===== src/rtl/dcache_pkg.sv =====
// -----------------------------------------------------------------------------
// dcache_pkg
//   Shared TileLink C-channel definitions for the data-cache outer interface:
//   C-channel opcodes, the beat payload struct, arbiter state and requester
//   identifiers, and opcode classification helpers.
// -----------------------------------------------------------------------------
package dcache_pkg;

    localparam logic [2:0] TL_C_PROBE_ACK      = 3'h4;
    localparam logic [2:0] TL_C_PROBE_ACK_DATA = 3'h5;
    localparam logic [2:0] TL_C_RELEASE        = 3'h6;
    localparam logic [2:0] TL_C_RELEASE_DATA   = 3'h7;

    localparam int unsigned TL_DATA_W = 128;
    localparam int unsigned TL_ADDR_W = 32;
    localparam int unsigned TL_SRC_W  = 3;

    typedef struct packed {
        logic [2:0]           opcode;
        logic [2:0]           param;
        logic [3:0]           size;
        logic [TL_SRC_W-1:0]  source;
        logic [TL_ADDR_W-1:0] address;
        logic [TL_DATA_W-1:0] data;
    } tl_c_beat_t;

    typedef enum logic {S_IDLE, S_LOCK} c_arb_state_e;
    typedef enum logic {REQ_WB, REQ_PR} c_req_e;

    // Only the data-carrying C opcodes span a full line; anything else
    // (including illegal 0..3) is a single beat.
    function automatic logic is_multi_beat(input logic [2:0] op);
        return (op == TL_C_PROBE_ACK_DATA) || (op == TL_C_RELEASE_DATA);
    endfunction

    function automatic logic is_bad_opcode(input logic [2:0] op);
        return !((op == TL_C_PROBE_ACK) || (op == TL_C_PROBE_ACK_DATA) ||
                 (op == TL_C_RELEASE)   || (op == TL_C_RELEASE_DATA));
    endfunction

endpackage


===== src/rtl/tl_pipe_reg.sv =====
// -----------------------------------------------------------------------------
// tl_pipe_reg
//   One-entry valid/ready register slice, generic over the payload type.
//   Accepts a new entry whenever empty or when the current entry drains in
//   the same cycle, so it sustains one transfer per cycle.
// Ports:
//   clk, rst                  clock, asynchronous active-high reset
//   in_valid_i/in_ready_o     upstream handshake, in_data_i payload
//   out_valid_o/out_ready_i   downstream handshake, out_data_o payload
// -----------------------------------------------------------------------------
module tl_pipe_reg #(
    parameter type T = logic
) (
    input  logic clk,
    input  logic rst,
    input  logic in_valid_i,
    output logic in_ready_o,
    input  T     in_data_i,
    output logic out_valid_o,
    input  logic out_ready_i,
    output T     out_data_o
);

    logic valid_q;
    T     data_q;

    // Depends only on register state and downstream ready, never on in_valid_i.
    assign in_ready_o  = !valid_q || out_ready_i;
    assign out_valid_o = valid_q;
    assign out_data_o  = data_q;

    always_ff @(posedge clk or posedge rst) begin
        if (rst) begin
            valid_q <= 1'b0;
            data_q  <= '0;
        end else begin
            if (in_ready_o) begin
                valid_q <= in_valid_i;
            end
            if (in_valid_i && in_ready_o) begin
                data_q <= in_data_i;
            end
        end
    end

endmodule


===== src/rtl/dcache_c_channel_arbiter.sv =====
// -----------------------------------------------------------------------------
// dcache_c_channel_arbiter
//   Shares the outer TileLink C channel between the writeback unit (wb_*,
//   1 or BEATS beats per message) and the probe unit (pr_*, ProbeAck, no data).
//   Round-robin between message boundaries; grant stays locked to the owner for
//   a whole multi-beat burst. A one-entry register stage drives out_*.
// Ports:
//   clock, reset                       clock, asynchronous active-high reset
//   wb_valid/wb_ready, wb_*            writeback requester beat + payload
//   pr_valid/pr_ready, pr_*            probe requester beat + payload
//   out_valid/out_ready, out_*         registered C beat towards L2
//   busy                               burst locked or output stage occupied
//   err_opcode                         pulse after accepting an opcode outside 4..7
// -----------------------------------------------------------------------------
module dcache_c_channel_arbiter
    import dcache_pkg::*;
#(
    parameter int unsigned BEATS  = 4,
    parameter int unsigned DATA_W = 128,
    parameter int unsigned ADDR_W = 32,
    parameter int unsigned SRC_W  = 3
) (
    input  logic              clock,
    input  logic              reset,
    input  logic              wb_valid,
    output logic              wb_ready,
    input  logic [2:0]        wb_opcode,
    input  logic [2:0]        wb_param,
    input  logic [3:0]        wb_size,
    input  logic [SRC_W-1:0]  wb_source,
    input  logic [ADDR_W-1:0] wb_address,
    input  logic [DATA_W-1:0] wb_data,
    input  logic              pr_valid,
    output logic              pr_ready,
    input  logic [2:0]        pr_opcode,
    input  logic [2:0]        pr_param,
    input  logic [3:0]        pr_size,
    input  logic [SRC_W-1:0]  pr_source,
    input  logic [ADDR_W-1:0] pr_address,
    output logic              out_valid,
    input  logic              out_ready,
    output logic [2:0]        out_opcode,
    output logic [2:0]        out_param,
    output logic [3:0]        out_size,
    output logic [SRC_W-1:0]  out_source,
    output logic [ADDR_W-1:0] out_address,
    output logic [DATA_W-1:0] out_data,
    output logic              busy,
    output logic              err_opcode
);

    localparam int unsigned CNT_W = (BEATS > 2) ? $clog2(BEATS) : 1;

    typedef struct packed {
        logic [2:0]        opcode;
        logic [2:0]        param;
        logic [3:0]        size;
        logic [SRC_W-1:0]  source;
        logic [ADDR_W-1:0] address;
        logic [DATA_W-1:0] data;
    } beat_t;

    c_arb_state_e      state_q, state_d;
    c_req_e            owner_q, owner_d;
    c_req_e            last_q, last_d;
    logic [CNT_W-1:0]  beat_cnt_q, beat_cnt_d;
    logic              err_q, err_d;

    logic              load;
    logic              grant_wb, grant_pr;
    logic              wb_fire, pr_fire, fire;
    beat_t             sel_beat, out_beat;

    always_comb begin
        state_d    = state_q;
        owner_d    = owner_q;
        last_d     = last_q;
        beat_cnt_d = beat_cnt_q;
        grant_wb   = 1'b0;
        grant_pr   = 1'b0;

        // Each grant looks only at the *other* requester's valid, so a
        // requester's ready never depends on its own valid.
        if (state_q == S_LOCK) begin
            grant_wb = (owner_q == REQ_WB);
            grant_pr = (owner_q == REQ_PR);
        end else begin
            grant_wb = !pr_valid || (last_q == REQ_PR);
            grant_pr = !wb_valid || (last_q == REQ_WB);
        end

        wb_ready = grant_wb && load;
        pr_ready = grant_pr && load;
        wb_fire  = wb_valid && wb_ready;
        pr_fire  = pr_valid && pr_ready;
        fire     = wb_fire || pr_fire;

        if (wb_fire) begin
            sel_beat = '{wb_opcode, wb_param, wb_size, wb_source, wb_address, wb_data};
        end else begin
            sel_beat = '{pr_opcode, pr_param, pr_size, pr_source, pr_address, '0};
        end

        err_d = fire && is_bad_opcode(sel_beat.opcode);

        if (fire) begin
            if (state_q == S_IDLE) begin
                last_d = wb_fire ? REQ_WB : REQ_PR;
                if (is_multi_beat(sel_beat.opcode)) begin
                    state_d    = S_LOCK;
                    owner_d    = wb_fire ? REQ_WB : REQ_PR;
                    beat_cnt_d = CNT_W'(1);
                end
            end else if (beat_cnt_q == CNT_W'(BEATS - 1)) begin
                state_d    = S_IDLE;
                beat_cnt_d = '0;
            end else begin
                beat_cnt_d = beat_cnt_q + CNT_W'(1);
            end
        end
    end

    always_ff @(posedge clock or posedge reset) begin
        if (reset) begin
            state_q    <= S_IDLE;
            owner_q    <= REQ_WB;
            last_q     <= REQ_WB;
            beat_cnt_q <= '0;
            err_q      <= 1'b0;
        end else begin
            state_q    <= state_d;
            owner_q    <= owner_d;
            last_q     <= last_d;
            beat_cnt_q <= beat_cnt_d;
            err_q      <= err_d;
        end
    end

    tl_pipe_reg #(
        .T (beat_t)
    ) u_out_reg (
        .clk         (clock),
        .rst         (reset),
        .in_valid_i  (fire),
        .in_ready_o  (load),
        .in_data_i   (sel_beat),
        .out_valid_o (out_valid),
        .out_ready_i (out_ready),
        .out_data_o  (out_beat)
    );

    assign out_opcode  = out_beat.opcode;
    assign out_param   = out_beat.param;
    assign out_size    = out_beat.size;
    assign out_source  = out_beat.source;
    assign out_address = out_beat.address;
    assign out_data    = out_beat.data;
    assign busy        = (state_q == S_LOCK) || out_valid;
    assign err_opcode  = err_q;

endmodule


===== config.mk =====
export PLATFORM = sky130hd
export DESIGN_NAME = dcache_c_channel_arbiter
export DESIGN_NICKNAME = d
export VERILOG_FILES = /design/src/rtl/dcache_pkg.sv /design/src/rtl/tl_pipe_reg.sv /design/src/rtl/dcache_c_channel_arbiter.sv
export SDC_FILE = /design/constraint.sdc
export NUM_CORES = 1
export LEC_CHECK = 0
export ABC_AREA = 1
export BUFFER_PORTS_ARGS = -buffer_cell sky130_fd_sc_hd__buf_4
export CORE_AREA = 2 2 158 160
export DETAILED_ROUTE_END_ITERATION = 16
export DIE_AREA = 0 0 160 162
export SYNTH_ARGS = -nofsm -noshare
export SYNTH_HDL_FRONTEND = slang
export SYNTH_SLANG_ARGS = --single-unit

===== constraint.sdc =====
create_clock -name clock -period 5.8 [get_ports clock]
set_clock_uncertainty 0.15 [all_clocks]
set_input_delay 0.29 -clock clock [delete_from_list [all_inputs] [get_ports clock]]
set_output_delay 0.29 -clock clock [all_outputs]
set_load 0.01 [all_outputs]

# [Word-level counts from Yosys, hierarchy flattened]
# Cells that the tools add are included.
[op_classes] eq_ne=5 muxes=10 n_reduce_logical=23 n_addsub=1 n_bitwise=3
[ops] operator="$mux 173" count=1
[ops] operator="$eq 3x3->1 const B" count=4
[ops] operator="$logic_or 1x1->1" count=9
[ops] operator="$logic_and 1x1->1" count=6
[ops] operator="$mux 1" count=6
[ops] operator="$mux 2" count=3
[ops] operator="$logic_not 1->1" count=4
[ops] operator="$reduce_and 2->1" count=2
[ops] operator="$not 1->1" count=3
[ops] operator="$reduce_and 3->1" count=1
[ops] operator="$add 2x1->2 const B" count=1
[ops] operator="$eq 2x2->1 const B" count=1
[ops] operator="$reduce_bool 2->1" count=1
[word_totals] out_inout_bits=178 regBits=180 in_bits=223

# [Depth between registers and ports, before layout]
[depth] depth_word=12 ltp_mapped=11 ltp_nobuf=11

# [Cells and area by module]
# Synthesis repeated with hierarchy kept, for this count alone.
[hier_totals] cells_unflattened=1127 area_unflattened_um2=8937.3
[by_module_without_submodules] module="tl_pipe_reg" instances=1 seq_area_each_um2=4354.2 cells_each=755 area_each_um2=6932.9
[by_module_without_submodules] module="dcache_c_channel_arbiter" instances=1 seq_area_each_um2=150.1 cells_each=372 area_each_um2=2004.4

# [Worst setup path before layout]
# Ideal clock, no wire load.
[synth_path] kind="reg-to-reg" startpoint="register u_out_reg.valid_q, in the netlist u_out_reg.out_valid_o" endpoint="register u_out_reg.data_q, in the netlist u_out_reg.out_data_o[47]" n_path_buf=2 setup_ps=121 arrival_time_ps=1469 t_required_ps=5529 period_less_slack_ps=1739 stages_incl_launch_ff=10 path_slack_ps=4061 cell_sequence="dfrtp_1 > nand2_1 > nand2_1 > nor2_2 > nand2_1 > nand2_2 > inv_2 > buf_6 > buf_6 > a22o_1"
[synth_via] elab_chain_cells=6 elab_cells_between_ends=9 cone_classes="mux: 1; reduce/logical: 8"
[synth_lines] element="start: declaration" line_no="tl_pipe_reg.sv:24" text="logic valid_q;"
[synth_lines] element="start signal: assignment" line_no="tl_pipe_reg.sv:38" text="valid_q <= in_valid_i;"
[synth_lines] element="$logic_not 1->1" line_no="tl_pipe_reg.sv:28" text="assign in_ready_o = !valid_q || out_ready_i;"
[synth_lines] element="$logic_or 1x1->1" line_no="tl_pipe_reg.sv:28"
[synth_lines] element="$logic_and 1x1->1" line_no="dcache_c_channel_arbiter.sv:93" text="pr_ready = grant_pr && load;"
[synth_lines] element="net pr_ready" line_no="dcache_c_channel_arbiter.sv:34" text="output logic pr_ready,"
[synth_lines] element="$logic_and 1x1->1" line_no="dcache_c_channel_arbiter.sv:95" text="pr_fire = pr_valid && pr_ready;"
[synth_lines] element="$logic_or 1x1->1" line_no="dcache_c_channel_arbiter.sv:96" text="fire = wb_fire || pr_fire;"
[synth_lines] element="$logic_and 1x1->1" line_no="tl_pipe_reg.sv:40" text="if (in_valid_i && in_ready_o) begin"
[synth_lines] element="end signal: assignment" line_no="tl_pipe_reg.sv:41" text="data_q <= in_data_i;"
[synth_lines] element="end: declaration" line_no="tl_pipe_reg.sv:25" text="T data_q;"
# The timed path passes the listed nets, and every way through them passes these cells.
# A chain may end at the register's enable or synchronous reset.

# [Worst setup path after layout]
[layout_path] startpoint="register state_q" endpoint="register u_out_reg.data_q, in the netlist u_out_reg.out_data_o[145]"
[layout_via] elab_chain_cells=5 elab_cells_between_ends=9 cone_classes="mux: 3; reduce/logical: 6"
[layout_lines] element="start: declaration" line_no="dcache_c_channel_arbiter.sv:63" text="c_arb_state_e state_q, state_d;"
[layout_lines] element="start signal: assignment" line_no="dcache_c_channel_arbiter.sv:131" text="state_q <= state_d;"
[layout_lines] element="$mux 1" line_no="dcache_c_channel_arbiter.sv:84" text="if (state_q == S_LOCK) begin"
[layout_lines] element="$logic_and 1x1->1, on equally long branches" line_no="dcache_c_channel_arbiter.sv:92, dcache_c_channel_arbiter.sv:93"
[layout_lines] element="$logic_and 1x1->1, on equally long branches" line_no="dcache_c_channel_arbiter.sv:94, dcache_c_channel_arbiter.sv:95"
[layout_lines] element="$logic_or 1x1->1" line_no="dcache_c_channel_arbiter.sv:96"
[layout_lines] element="$logic_and 1x1->1" line_no="tl_pipe_reg.sv:40"
# Parallel ways exist; a longest one is shown, timed or not.

==> run summary <==
- **Hold Crit Class** input pin to flop
- **Final Max Tran Viols** 0
- **worst relative slew slack** 34.4%
- **Clk Tree Root Cell** clkbuf_16
- **largest fanout on the critical path** 92
- **Top-Level Pins** 401
- **per-cell routed wire length** 16.4 µm
- **Data arrival, critical path** 3.62 ns
- **LEAKAGE** 6.33 nW
- **# clock sinks** 180
- **setup_tns** 0 ns
- **Crit Path Class** flop to flop
- **final clock period utilization by the worst path** 58.9%
- **upper clock frequency limit** 293 MHz
- **prevailing post-synth register cell** dfrtp_1
- **first-pass GRT wire length** 38.8 mm
- **number of vias per cell** 4.68
- **capturing point of the worst reg2reg path** u_out_reg.out_data_o[145]
- **hold path startpoint** pr_opcode[0]
- **RePlAce Congestion** 0.862
- **length of the first detailed-routing pass in iterations** 4
- **run status** complete, no violations
- **startpoint of the worst register-to-register path** state_q
- **CP startpoint kind** flop
- **sequential cell area fraction in the yosys report** 64.9%
- **basic-gate share of the synthesized area counting and, or, nand and nor cells** 9.55%
- **transition time of the tightest slew-check pin** 0.984 ns
- **aggregate global routing overflow** 0
- **Cell Area, Synth** 6940 µm²
- **Post-Synthesis Cells** 582
- **proportion of synthesized area in mux cells** 0%
- **Max-Cap Viols** 0
- **Post-CTS Repair Setup Buffers** 0
- **Cells on Worst Hold Path** 3
- **Hold Violations, Final** 0
- **Longest Clk Path Bufs** 2
- **CTS tree** built
- **area of the core** 24100 µm²
- **GRT Total Usage** 18.6%
- **count of standard-cell rows** 57
- **clock slew at the register clock pins of the worst setup and hold paths** 0.08 ns
- **die height** 162 µm
- **share of layout cells above drive strength 1** 37.8%
- **Compound-Gate Fraction of Synth Area** 20.4%
- **endpoint class of the critical path** flop
- **Post-Synthesis Net Count** 806
- **biggest area contributors in the synthesized netlist** dfrtp_1 (65%), a22o_1 (16%), nand2_1 (5.9%)
- **unrepaired setup endpoints after global routing** no
- **detailed placer's ending HPWL** 15.3 mm
- **x dimension of the die** 160 µm
- **EDFF count, synth** 0
- **Synth async-reset ratio** 100%
- **Netlist cell types** 22
- **number of buffers added on ports** 400
- **slowest stage cell on the critical path** buf_4
- **maximum number of pins on one net before global-route repair** 95
- **Peak VDD IR** 0.269 mV
- **initial antenna violation count** 0
- **Worst Reg2Reg Path Length in Cells** 8
- **Syn-to-layout area delta** 83.4%
- **Antenna Cells** 0
- **later-pin clock latency in the skew report** 0.41 ns
- **dpl ws** 2.69 ns
- **per-instance average area after synthesis** 11.9 µm²
- **sum of routed wire length over all layers** 24.6 mm
- **timing startpoint of the critical path** state_q
- **final setup fails** 0
- **crit path time final** 3.41 ns
- **area fraction of the dominant cell type after synthesis** 64.9%
- **sequence of cells on the critical path** inv_2, nand3_1, nand4_2, inv_4, buf_4, nand2_1, a31oi_1, dlygate4sd3_1
- **register bit total from synthesis** 180
- **setup slack, reg-to-reg** 2.39 ns
- **Yosys Warn Count** 0
- **Hold Path Sink** u_out_reg.out_data_o[170]
- **combinational family with the most area after synthesis** compound AO/OA/AOI/OAI gates
- **number of design rule violations left after detail routing** 0
- **post-synthesis cell type with the largest combined area** dfrtp_1
- **number of global-route vias before repair** 7489
- **peak per-stage delay on the critical path** 0.87 ns
- **violation count after the first detailed-routing iteration** 497
- **endpoint required time on the critical path** 6.01 ns
- **Routed Antenna Nets** 0
- **via count** 7042
- **final layout net count** 1391
- **number of levels the H-tree was split into** 4
- **number of buffers inserted during clock tree synthesis** 17
- **post-synthesis share of cell area spent on full adders, half adders and majority gates** 0.180%
- **areal power density over the cells** 492 nW/µm²
- **area enclosed by the die boundary** 25900 µm²
- **initial core utilization** 28.8%
- **slack of the critical path** 2.39 ns
- **fraction of synthesized cell area in xor and xnor cells** 0%
[final cells by class]
type / instances / area, µm²
inverters: 9 / 43.8
fillers: 2047 / 11400
well taps: 324 / 405
flip-flops and latches: 180 / 4500
repair buffers: 613 / 5120
clock inverters: 14 / 139
multi-input cells: 346 / 2100
clock buffers: 18 / 429
[power breakdown]
group / internal, W / switching, W
Sequential: 0.00184 / 0.000361
Clock: 0.000572 / 0.000549
Combinational: 0.00155 / 0.00139
Total: 0.00397 / 0.00230
[registers in the layout, summed over array words and instances, names as in the netlist]
signal                 cells
err_opcode                 1
owner_q                    1
u_out_reg.out_data_o     173
last_q                     1
beat_cnt_q                 2
state_q                    1
u_out_reg.out_valid_o      1
[what timing repair did]
item	CTS	global route
gates resized for setup	0	0
hold buffers	207	0
hold endpoints to repair	256	0
[Yosys cell counts, types with 2 or more instances]
cell type,instances
nand3_1,4
nand2_1,109
a21oi_1,2
inv_1,5
inv_2,4
nor2_1,49
buf_2,20
nand4_1,2
o21ai_0,2
dfrtp_1,180
buf_1,2
clkbuf_1,7
a22o_1,128
buf_4,6
a31oi_1,44
buf_6,12
[kinds of logic after synthesis]
kind of cell / Yosys count
and+or+nand+nor: 169
AOI/OAI and AO/OA: 176
adders and majority gates: 1
DFF: 180
buffers and inverters: 56
[worst max-delay path by stage]
stage	end
2_1_floorplan	beat_cnt_q[0]
3_3_place_gp	u_out_reg.out_data_o[17]
3_5_place_dp	u_out_reg.out_data_o[7]
4_1_cts	u_out_reg.out_data_o[145]
5_1_grt	u_out_reg.out_data_o[145]
6_report	u_out_reg.out_data_o[145]
[metal layers]
metal  up-vias  track usage, %  part of all wire (%)
li1       3254               -                     -
met1      3404            22.4                    41
met2       332            32.0                    49
met3        52            4.95                   7.3
met4         0            7.49                   3.1
met5         -               0                     0
[through the flow]
stage	instances	utilization (%)	area (µm²)	hold slack (ns)	power (W)
finish	1504	52.8	12700	0.0284	0.00627
global route	1504	52.8	12700	0.00803	0.00667
CTS	1504	52.8	12700	0.00351	0.00631
detailed placement	1265	41.9	10100	0.316	0.00483
global placement	1265	41.9	10100	0.317	0.00480
floorplan	582	-	6940	0.280	0.00357
[critical path: cells and delay by family, from the launching register on]
family / cells / cell delay (ns)
compound gates: 1 / 0.17
simple gates: 3 / 0.36
flops: 1 / 0.46
buf+inv: 4 / 2.15
[layout by cell type (no fill, tap or decap), drive strengths merged]
| cell type | n |
|---|---|
| nor2 | 50 |
| or2 | 2 |
| buf | 406 |
| nand4 | 3 |
| dfrtp | 180 |
| inv | 16 |
| clkinvlp | 2 |
| nand3 | 4 |
| a21oi | 2 |
| dlygate4sd3 | 207 |
| a31oi | 44 |
| nand2 | 110 |
| clkinv | 5 |
| ha | 1 |
| o21ai | 2 |
| clkbuf | 18 |
| a22o | 128 |
No activity file was read; power rests on OpenSTA's default activity.
